### src/rtl/rv32i_dmem_xbar_pkg.sv
// Shared types and constants for the RV32I data-memory crossbar.
package rv32i_dmem_xbar_pkg;

  // Initiator indices: bit 0 is the CPU LSU, bit 1 the external loader/debug port.
  localparam int unsigned NumIni = 2;
  localparam int unsigned IniCpu = 0;
  localparam int unsigned IniExt = 1;

  typedef enum logic [1:0] {
    StIdle    = 2'd0,
    StWaitRsp = 2'd1,
    StErrRsp  = 2'd2
  } xbar_state_e;

  // One-hot initiator vector from an initiator index.
  function automatic logic [NumIni-1:0] ini_onehot(input logic idx);
    return idx ? 2'b10 : 2'b01;
  endfunction

endpackage

### src/rtl/rv32i_rr_arbiter.sv
// Two-way round-robin arbiter: a lone requester wins; on a tie the initiator
// that did not win last time is granted.
module rv32i_rr_arbiter (
  input  logic [1:0] i_req,
  input  logic       i_rr_last,
  output logic [1:0] o_gnt
);

  // Pick the winner from the request pair and the last winner.
  always_comb begin
    o_gnt = 2'b00;
    unique case (i_req)
      2'b01:   o_gnt = 2'b01;
      2'b10:   o_gnt = 2'b10;
      2'b11:   o_gnt = i_rr_last ? 2'b01 : 2'b10;
      default: o_gnt = 2'b00;
    endcase
  end

endmodule

### src/rtl/rv32i_dmem_xbar.sv
// Data-side interconnect: two initiators (CPU, EXT) to NUM_TGT targets with region decode,
// round-robin arbitration, response routing and error responses for unmapped addresses.
// Optional response timeout enabled by defining DMEM_XBAR_TIMEOUT_EN.
module rv32i_dmem_xbar
  import rv32i_dmem_xbar_pkg::*;
#(
  parameter int unsigned WORD_WTH     = 32,
  parameter int unsigned ADDR_WTH     = 32,
  parameter int unsigned MASK_WTH     = 4,
  parameter int unsigned NUM_TGT      = 2,
  parameter int unsigned REGION_SHIFT = 16,
  parameter logic [NUM_TGT*(ADDR_WTH-REGION_SHIFT)-1:0] TGT_BASE = {16'h2000, 16'h1000}
`ifdef DMEM_XBAR_TIMEOUT_EN
  ,
  parameter int unsigned TIMEOUT_CYC  = 255
`endif
) (
  input  logic                        i_clk,
  input  logic                        i_rst,
  input  logic [1:0]                  i_ini_req,
  input  logic [1:0]                  i_ini_we,
  input  logic [2*MASK_WTH-1:0]       i_ini_be,
  input  logic [2*ADDR_WTH-1:0]       i_ini_addr,
  input  logic [2*WORD_WTH-1:0]       i_ini_wdata,
  output logic [1:0]                  o_ini_gnt,
  output logic [1:0]                  o_ini_rvalid,
  output logic [WORD_WTH-1:0]         o_ini_rdata,
  output logic                        o_ini_err,
  output logic [NUM_TGT-1:0]          o_tgt_req,
  output logic                        o_tgt_we,
  output logic [MASK_WTH-1:0]         o_tgt_be,
  output logic [ADDR_WTH-1:0]         o_tgt_addr,
  output logic [WORD_WTH-1:0]         o_tgt_wdata,
  input  logic [NUM_TGT-1:0]          i_tgt_gnt,
  input  logic [NUM_TGT-1:0]          i_tgt_rvalid,
  input  logic [NUM_TGT*WORD_WTH-1:0] i_tgt_rdata
);

  localparam int unsigned TagW    = ADDR_WTH - REGION_SHIFT;
  localparam int unsigned TgtIdxW = (NUM_TGT > 1) ? $clog2(NUM_TGT) : 1;

  xbar_state_e          r_state, w_state_nxt;
  logic                 r_rr_last;
  logic                 r_win;
  logic [TgtIdxW-1:0]   r_tgt;
  logic [1:0]           r_rvalid;
  logic [WORD_WTH-1:0]  r_rdata;
  logic                 r_err;

  logic [1:0]           w_arb_gnt;
  logic                 w_win;
  logic                 w_any_req;
  logic [ADDR_WTH-1:0]  w_win_addr;
  logic                 w_hit;
  logic [TgtIdxW-1:0]   w_hit_idx;
  logic                 w_can_grant;
  logic                 w_take_hit;
  logic                 w_take_miss;
  logic                 w_tgt_rv;
  logic [WORD_WTH-1:0]  w_rsp_rdata;
  logic                 w_rsp_hit;
  logic                 w_tmo;

  rv32i_rr_arbiter u_arb (
    .i_req     (i_ini_req),
    .i_rr_last (r_rr_last),
    .o_gnt     (w_arb_gnt)
  );

  assign w_win     = w_arb_gnt[IniExt];
  assign w_any_req = w_arb_gnt[IniCpu] | w_arb_gnt[IniExt];

  // Shared target payload follows the current arbitration winner.
  always_comb begin
    w_win_addr  = w_win ? i_ini_addr[ADDR_WTH +: ADDR_WTH] : i_ini_addr[0 +: ADDR_WTH];
    o_tgt_addr  = w_win_addr;
    o_tgt_we    = w_win ? i_ini_we[1] : i_ini_we[0];
    o_tgt_be    = w_win ? i_ini_be[MASK_WTH +: MASK_WTH] : i_ini_be[0 +: MASK_WTH];
    o_tgt_wdata = w_win ? i_ini_wdata[WORD_WTH +: WORD_WTH] : i_ini_wdata[0 +: WORD_WTH];
  end

  // Region decode; scanning downwards lets the lowest matching target win.
  always_comb begin
    w_hit     = 1'b0;
    w_hit_idx = '0;
    for (int i = int'(NUM_TGT) - 1; i >= 0; i--) begin
      if (w_win_addr[ADDR_WTH-1:REGION_SHIFT] == TGT_BASE[i*TagW +: TagW]) begin
        w_hit     = 1'b1;
        w_hit_idx = TgtIdxW'(i);
      end
    end
  end

  // Response selection from the latched target.
  always_comb begin
    w_tgt_rv    = 1'b0;
    w_rsp_rdata = '0;
    for (int i = 0; i < int'(NUM_TGT); i++) begin
      if (r_tgt == TgtIdxW'(i)) begin
        w_tgt_rv    = i_tgt_rvalid[i];
        w_rsp_rdata = i_tgt_rdata[i*WORD_WTH +: WORD_WTH];
      end
    end
  end

  assign w_rsp_hit = (r_state == StWaitRsp) && w_tgt_rv;

  // No grants while in reset or while a response is being presented, which keeps one
  // idle cycle between every response and the next grant.
  assign w_can_grant = i_rst && (r_state == StIdle) && (r_rvalid == 2'b00) && w_any_req;

  // Grant and target request generation.
  always_comb begin
    o_tgt_req   = '0;
    o_ini_gnt   = 2'b00;
    w_take_hit  = 1'b0;
    w_take_miss = 1'b0;
    if (w_can_grant) begin
      if (w_hit) begin
        for (int i = 0; i < int'(NUM_TGT); i++) begin
          o_tgt_req[i] = (w_hit_idx == TgtIdxW'(i));
        end
        if ((i_tgt_gnt & o_tgt_req) != '0) begin
          o_ini_gnt  = ini_onehot(w_win);
          w_take_hit = 1'b1;
        end
      end else begin
        o_ini_gnt   = ini_onehot(w_win);
        w_take_miss = 1'b1;
      end
    end
  end

`ifdef DMEM_XBAR_TIMEOUT_EN
  // Fires on the WAIT_RSP cycle that puts the error response TIMEOUT_CYC cycles after
  // the grant; TIMEOUT_CYC must be at least 2.
  localparam logic [15:0] TmoLast = 16'(TIMEOUT_CYC - 2);
  logic [15:0] r_tmo_cnt;

  // Count cycles spent in WAIT_RSP, cleared by the grant that enters it.
  always_ff @(posedge i_clk) begin
    if (!i_rst) begin
      r_tmo_cnt <= '0;
    end else if (w_take_hit) begin
      r_tmo_cnt <= '0;
    end else if (r_state == StWaitRsp) begin
      r_tmo_cnt <= r_tmo_cnt + 16'd1;
    end
  end

  assign w_tmo = (r_state == StWaitRsp) && !w_tgt_rv && (r_tmo_cnt == TmoLast);
`else
  assign w_tmo = 1'b0;
`endif

  // Next-state logic.
  always_comb begin
    w_state_nxt = r_state;
    unique case (r_state)
      StIdle: begin
        if (w_take_hit) begin
          w_state_nxt = StWaitRsp;
        end else if (w_take_miss) begin
          w_state_nxt = StErrRsp;
        end
      end
      StWaitRsp: begin
        if (w_rsp_hit || w_tmo) begin
          w_state_nxt = StIdle;
        end
      end
      StErrRsp: w_state_nxt = StIdle;
      default:  w_state_nxt = StIdle;
    endcase
  end

  // State, transaction context and registered response.
  always_ff @(posedge i_clk) begin
    if (!i_rst) begin
      r_state   <= StIdle;
      r_rr_last <= 1'(IniExt);
      r_win     <= 1'b0;
      r_tgt     <= '0;
      r_rvalid  <= 2'b00;
      r_rdata   <= '0;
      r_err     <= 1'b0;
    end else begin
      r_state  <= w_state_nxt;
      r_rvalid <= 2'b00;
      if (w_take_hit || w_take_miss) begin
        r_win     <= w_win;
        r_rr_last <= w_win;
      end
      if (w_take_hit) begin
        r_tgt <= w_hit_idx;
      end
      // Unmapped access: error response is presented during the ERR_RSP cycle.
      if (w_take_miss || w_tmo) begin
        r_rvalid <= ini_onehot(w_take_miss ? w_win : r_win);
        r_err    <= 1'b1;
        r_rdata  <= '0;
      end
      if (w_rsp_hit) begin
        r_rvalid <= ini_onehot(r_win);
        r_err    <= 1'b0;
        r_rdata  <= w_rsp_rdata;
      end
    end
  end

  assign o_ini_rvalid = r_rvalid;
  assign o_ini_rdata  = r_rdata;
  assign o_ini_err    = r_err;

endmodule
### config.mk
export PLATFORM = sky130hd
export DESIGN_NAME = rv32i_dmem_xbar
export DESIGN_NICKNAME = d
export VERILOG_FILES = /design/src/rtl/rv32i_dmem_xbar_pkg.sv /design/src/rtl/rv32i_rr_arbiter.sv /design/src/rtl/rv32i_dmem_xbar.sv
export SDC_FILE = /design/constraint.sdc
export NUM_CORES = 1
export LEC_CHECK = 0
export CELL_PAD_IN_SITES_DETAIL_PLACEMENT = 1
export CELL_PAD_IN_SITES_GLOBAL_PLACEMENT = 1
export CORE_MARGIN = 8
export CORE_UTILIZATION = 18
export DETAILED_ROUTE_END_ITERATION = 10
export GPL_ROUTABILITY_DRIVEN = 0
export PLACE_DENSITY = 0.85
export SYNTH_ARGS = -nofsm -noshare
export SYNTH_HDL_FRONTEND = slang
export SYNTH_SLANG_ARGS = --single-unit
### constraint.sdc
create_clock -name i_clk -period 4.75 [get_ports i_clk]
set_input_delay 1.1875 -clock i_clk [delete_from_list [all_inputs] [get_ports i_clk]]
set_output_delay 1.1875 -clock i_clk [all_outputs]
set_load 0.01 [all_outputs]
==> impl_metrics.env <==
export IMPL_skew_ns=0.00633
export IMPL_finish_net_count=934
export IMPL_row_count=45
export IMPL_dp_cells=905
export IMPL_synth_edff_count=0
export IMPL_vdd_drop_max_v=0.000147
export IMPL_ys_flop_type="dfxtp_1"
export IMPL_crit_chain="clkdlybuf4s50_1 -> nor4_4 -> buf_4 -> nand4_1 -> o32ai_2 -> a21oi_2 -> and2_1 -> clkdlybuf4s50_1"
export IMPL_syn_area_per_cell_um2=6.71
export IMPL_period_needed_ns=4.64
export IMPL_holdCritStartpoint="r_win"
export IMPL_path_clk_slew_ns=0.06
export IMPL_start_util=0.182
export IMPL_synth_most_common_cell="nand2_1"
export IMPL_numCtsBuffers=5
export IMPL_ys_seq_area_frac=0.292
export IMPL_tightestPinTransition_ns=0.672
export IMPL_setup_viol=0
export IMPL_hold_class="reg -> reg"
export IMPL_die_height_um=139
export IMPL_dieArea_um2=19400
export IMPL_yosys_register_bits=40
export IMPL_syn_nets=618
export IMPL_rr_endpoint="o_ini_rdata[7]"
export IMPL_hold_violations=0
export IMPL_core_area_um2=15000
export IMPL_grt_max_degree=61
export IMPL_drive_gt1_frac=0.0538
export IMPL_antenna_found_initial=0
export IMPL_path_buf_inv=3
export IMPL_outcome="finished clean"
export IMPL_area_growth_pct=135
export IMPL_wirelength_um=16600
export IMPL_clock_path_buffers=2
export IMPL_stdcell_count=913
export IMPL_synthTopCellsByArea="dfxtp_1 (29%), nand2_1 (29%), mux2i_1 (14%), o2bb2ai_1 (10%), clkbuf_1 (3.2%)"
export IMPL_synth_top_area_cell="dfxtp_1"
export IMPL_ant_nets=0
export IMPL_async_flop_share=0
export IMPL_power_leakage_nw=2.58
export IMPL_critPathArrivalTime_ns=3.45
export IMPL_cp_max_fo=4
export IMPL_grt_overflow=0
export IMPL_n_antenna_cell=0
export IMPL_remaining_drc_errors=0
export IMPL_clk_latency_ns=0.28
export IMPL_grt_pass1_wl_um=25300
export IMPL_crit_slowest_cell="clkdlybuf4s50_1"
export IMPL_rsz0062_at_grt="yes"
export IMPL_drv_slew=0
export IMPL_cellPowerDensity_nw_per_um2=197
export IMPL_cts_sinks=40
export IMPL_hpwlAfterDp_um=14300
export IMPL_synth_area_um2=2740
export IMPL_yosys_area_top_type_share=0.292
export IMPL_synthTopCellsByCount="nand2_1 (213), dfxtp_1 (40), mux2i_1 (37)"
export IMPL_vias=4029
export IMPL_cpLargestDelayFamily="buffers and inverters"
export IMPL_timing_reg2reg_setup_slack_ns=2.30
export IMPL_r2r_cells=7
export IMPL_firstDrtPassIters=7
export IMPL_cap_violations=0
export IMPL_pin_count=318
export IMPL_io_buffer_count=317
export IMPL_crit_path_end_kind="output port"
export IMPL_wl_per_cell_um=18.2
export IMPL_period_share=0.976
export IMPL_setup_tns_ns=0
export IMPL_fin_hold_ws_ns=0.462
export IMPL_min_to="o_ini_rvalid[0]"
export IMPL_setup_ws_ns=0.114
export IMPL_grtUsageTotal=0.162
export IMPL_via_per_inst=4.41
export IMPL_dp_slack_ns=-0.162
export IMPL_cts_setup_buffers=0
export IMPL_synthCells=408
export IMPL_path_class="in -> out"
export IMPL_cts_root_buffer="clkbuf_16"
export IMPL_start_kind="input port"
export IMPL_relSlewSlack=0.552
export IMPL_fmax_ghz=0.216
export IMPL_cts_tree="yes"
export IMPL_ys_warnings_count=0
export IMPL_grt_pass1_vias=4354
export IMPL_cpPeakStageDelay_ns=0.51
export IMPL_drt_first_iter_violations=95
export IMPL_ctsHtreeMaxLevel=2
export IMPL_finalCoreUtilization=0.427
export IMPL_whs_path_depth=1
export IMPL_crit_required_ns=3.56
export IMPL_r2r_start="r_rr_last"
export IMPL_path_common_cell="clkdlybuf4s50_1"
export IMPL_die_w_um=139
export IMPL_synth_distinct_cells=35
==> cells by family (layout without fill, tap and decap cells) <==
group	after synthesis	count (layout)	synth area share
DFF	40	40	0.292
muxes	37	37	0.135
buffers and inverters	29	346	0.0416
AOI/OAI and AO/OA	50	50	0.154
xor gates and xnor gates	2	2	0.00640
and+or+nand+nor	250	250	0.370
==> flip-flops by register name, indices dropped and copies added (netlist names) <==
name	count
o_ini_err	1
o_ini_rdata	32
o_ini_rvalid	2
r_rr_last	1
r_state	2
r_tgt	1
r_win	1
==> worst max path at each step <==
stage | slack (ns) | endpoint | start | cells after the start
3_3_place_gp | -0.21 | o_ini_gnt[0] | i_ini_addr[49] | 8
4_1_cts | 0.008 | o_ini_gnt[0] | i_ini_addr[48] | 8
3_5_place_dp | -0.16 | o_ini_gnt[0] | i_ini_addr[49] | 8
5_1_grt | -0.008 | o_ini_gnt[0] | i_ini_addr[48] | 8
2_1_floorplan | 1.12 | o_ini_gnt[0] | i_ini_req[1] | 6
6_report | 0.11 | o_ini_gnt[0] | i_ini_addr[48] | 8
==> stage by stage <==
stage	area (µm²)	total power, mW
floorplan	2740	0.516
global placement	6220	0.884
detailed placement	6220	0.893
CTS	6410	1.28
global route	6430	1.33
finish	6430	1.26
==> routing by layer <==
layer,GRT usage,up-vias,part of all wire
li1,-,1994,-
met1,0.168,1851,0.38
met2,0.313,178,0.52
met3,0.0575,6,0.097
met4,0.0220,0,0.0070
met5,0,-,0
==> where the power goes <==
group / total (mW) / switching (mW) / internal (mW) / leakage (nW)
sequential: 0.345 / 0.00397 / 0.341 / 0.324
combinational: 0.536 / 0.212 / 0.325 / 2.17
clock: 0.383 / 0.137 / 0.247 / 0.0798
==> worst reg2reg max path: stages, from the launching register on <==
cell       delay, ns
dfxtp_1         0.34
a21boi_4        0.30
buf_12          0.30
nand2_1         0.15
o32a_1          0.36
a21oi_2         0.56
buf_12          0.25
o2bb2ai_1       0.14
==> repair_timing <==
action                     4_1_cts  5_1_grt
hold endpoints to repair         0        0
resized for setup                4        3
hold buffers                     0        0
cloned                           0        0
setup endpoints to repair        4        3
pin swaps                        1        0
==> final cells by class <==
type                       count  area [µm²]
clock buffer                   5         125
clock inverter                 3        42.5
fill                        1820        8610
inverter                       1        3.75
multi-input combinational    339        1870
sequential                    40         802
tap                          188         235
timing repair buffer         337        3350
==> cell usage in the layout, fill, tap and decap left out, types with 3 or more instances in the layout <==
| cell type | synthesis | final |
|---|---|---|
| clkdlybuf4s50_1 | 0 | 315 |
| nand2_1 | 213 | 213 |
| dfxtp_1 | 40 | 39 |
| mux2i_1 | 37 | 37 |
| o2bb2ai_1 | 32 | 32 |
| buf_4 | 0 | 18 |
| nor2_1 | 11 | 11 |
| clkbuf_16 | 0 | 5 |
| nor4_1 | 6 | 4 |
| nand4_1 | 3 | 3 |
| nand3_1 | 3 | 3 |
| a21oi_2 | 2 | 3 |
| and2_1 | 3 | 3 |
Power figures use the tool's default switching activity.
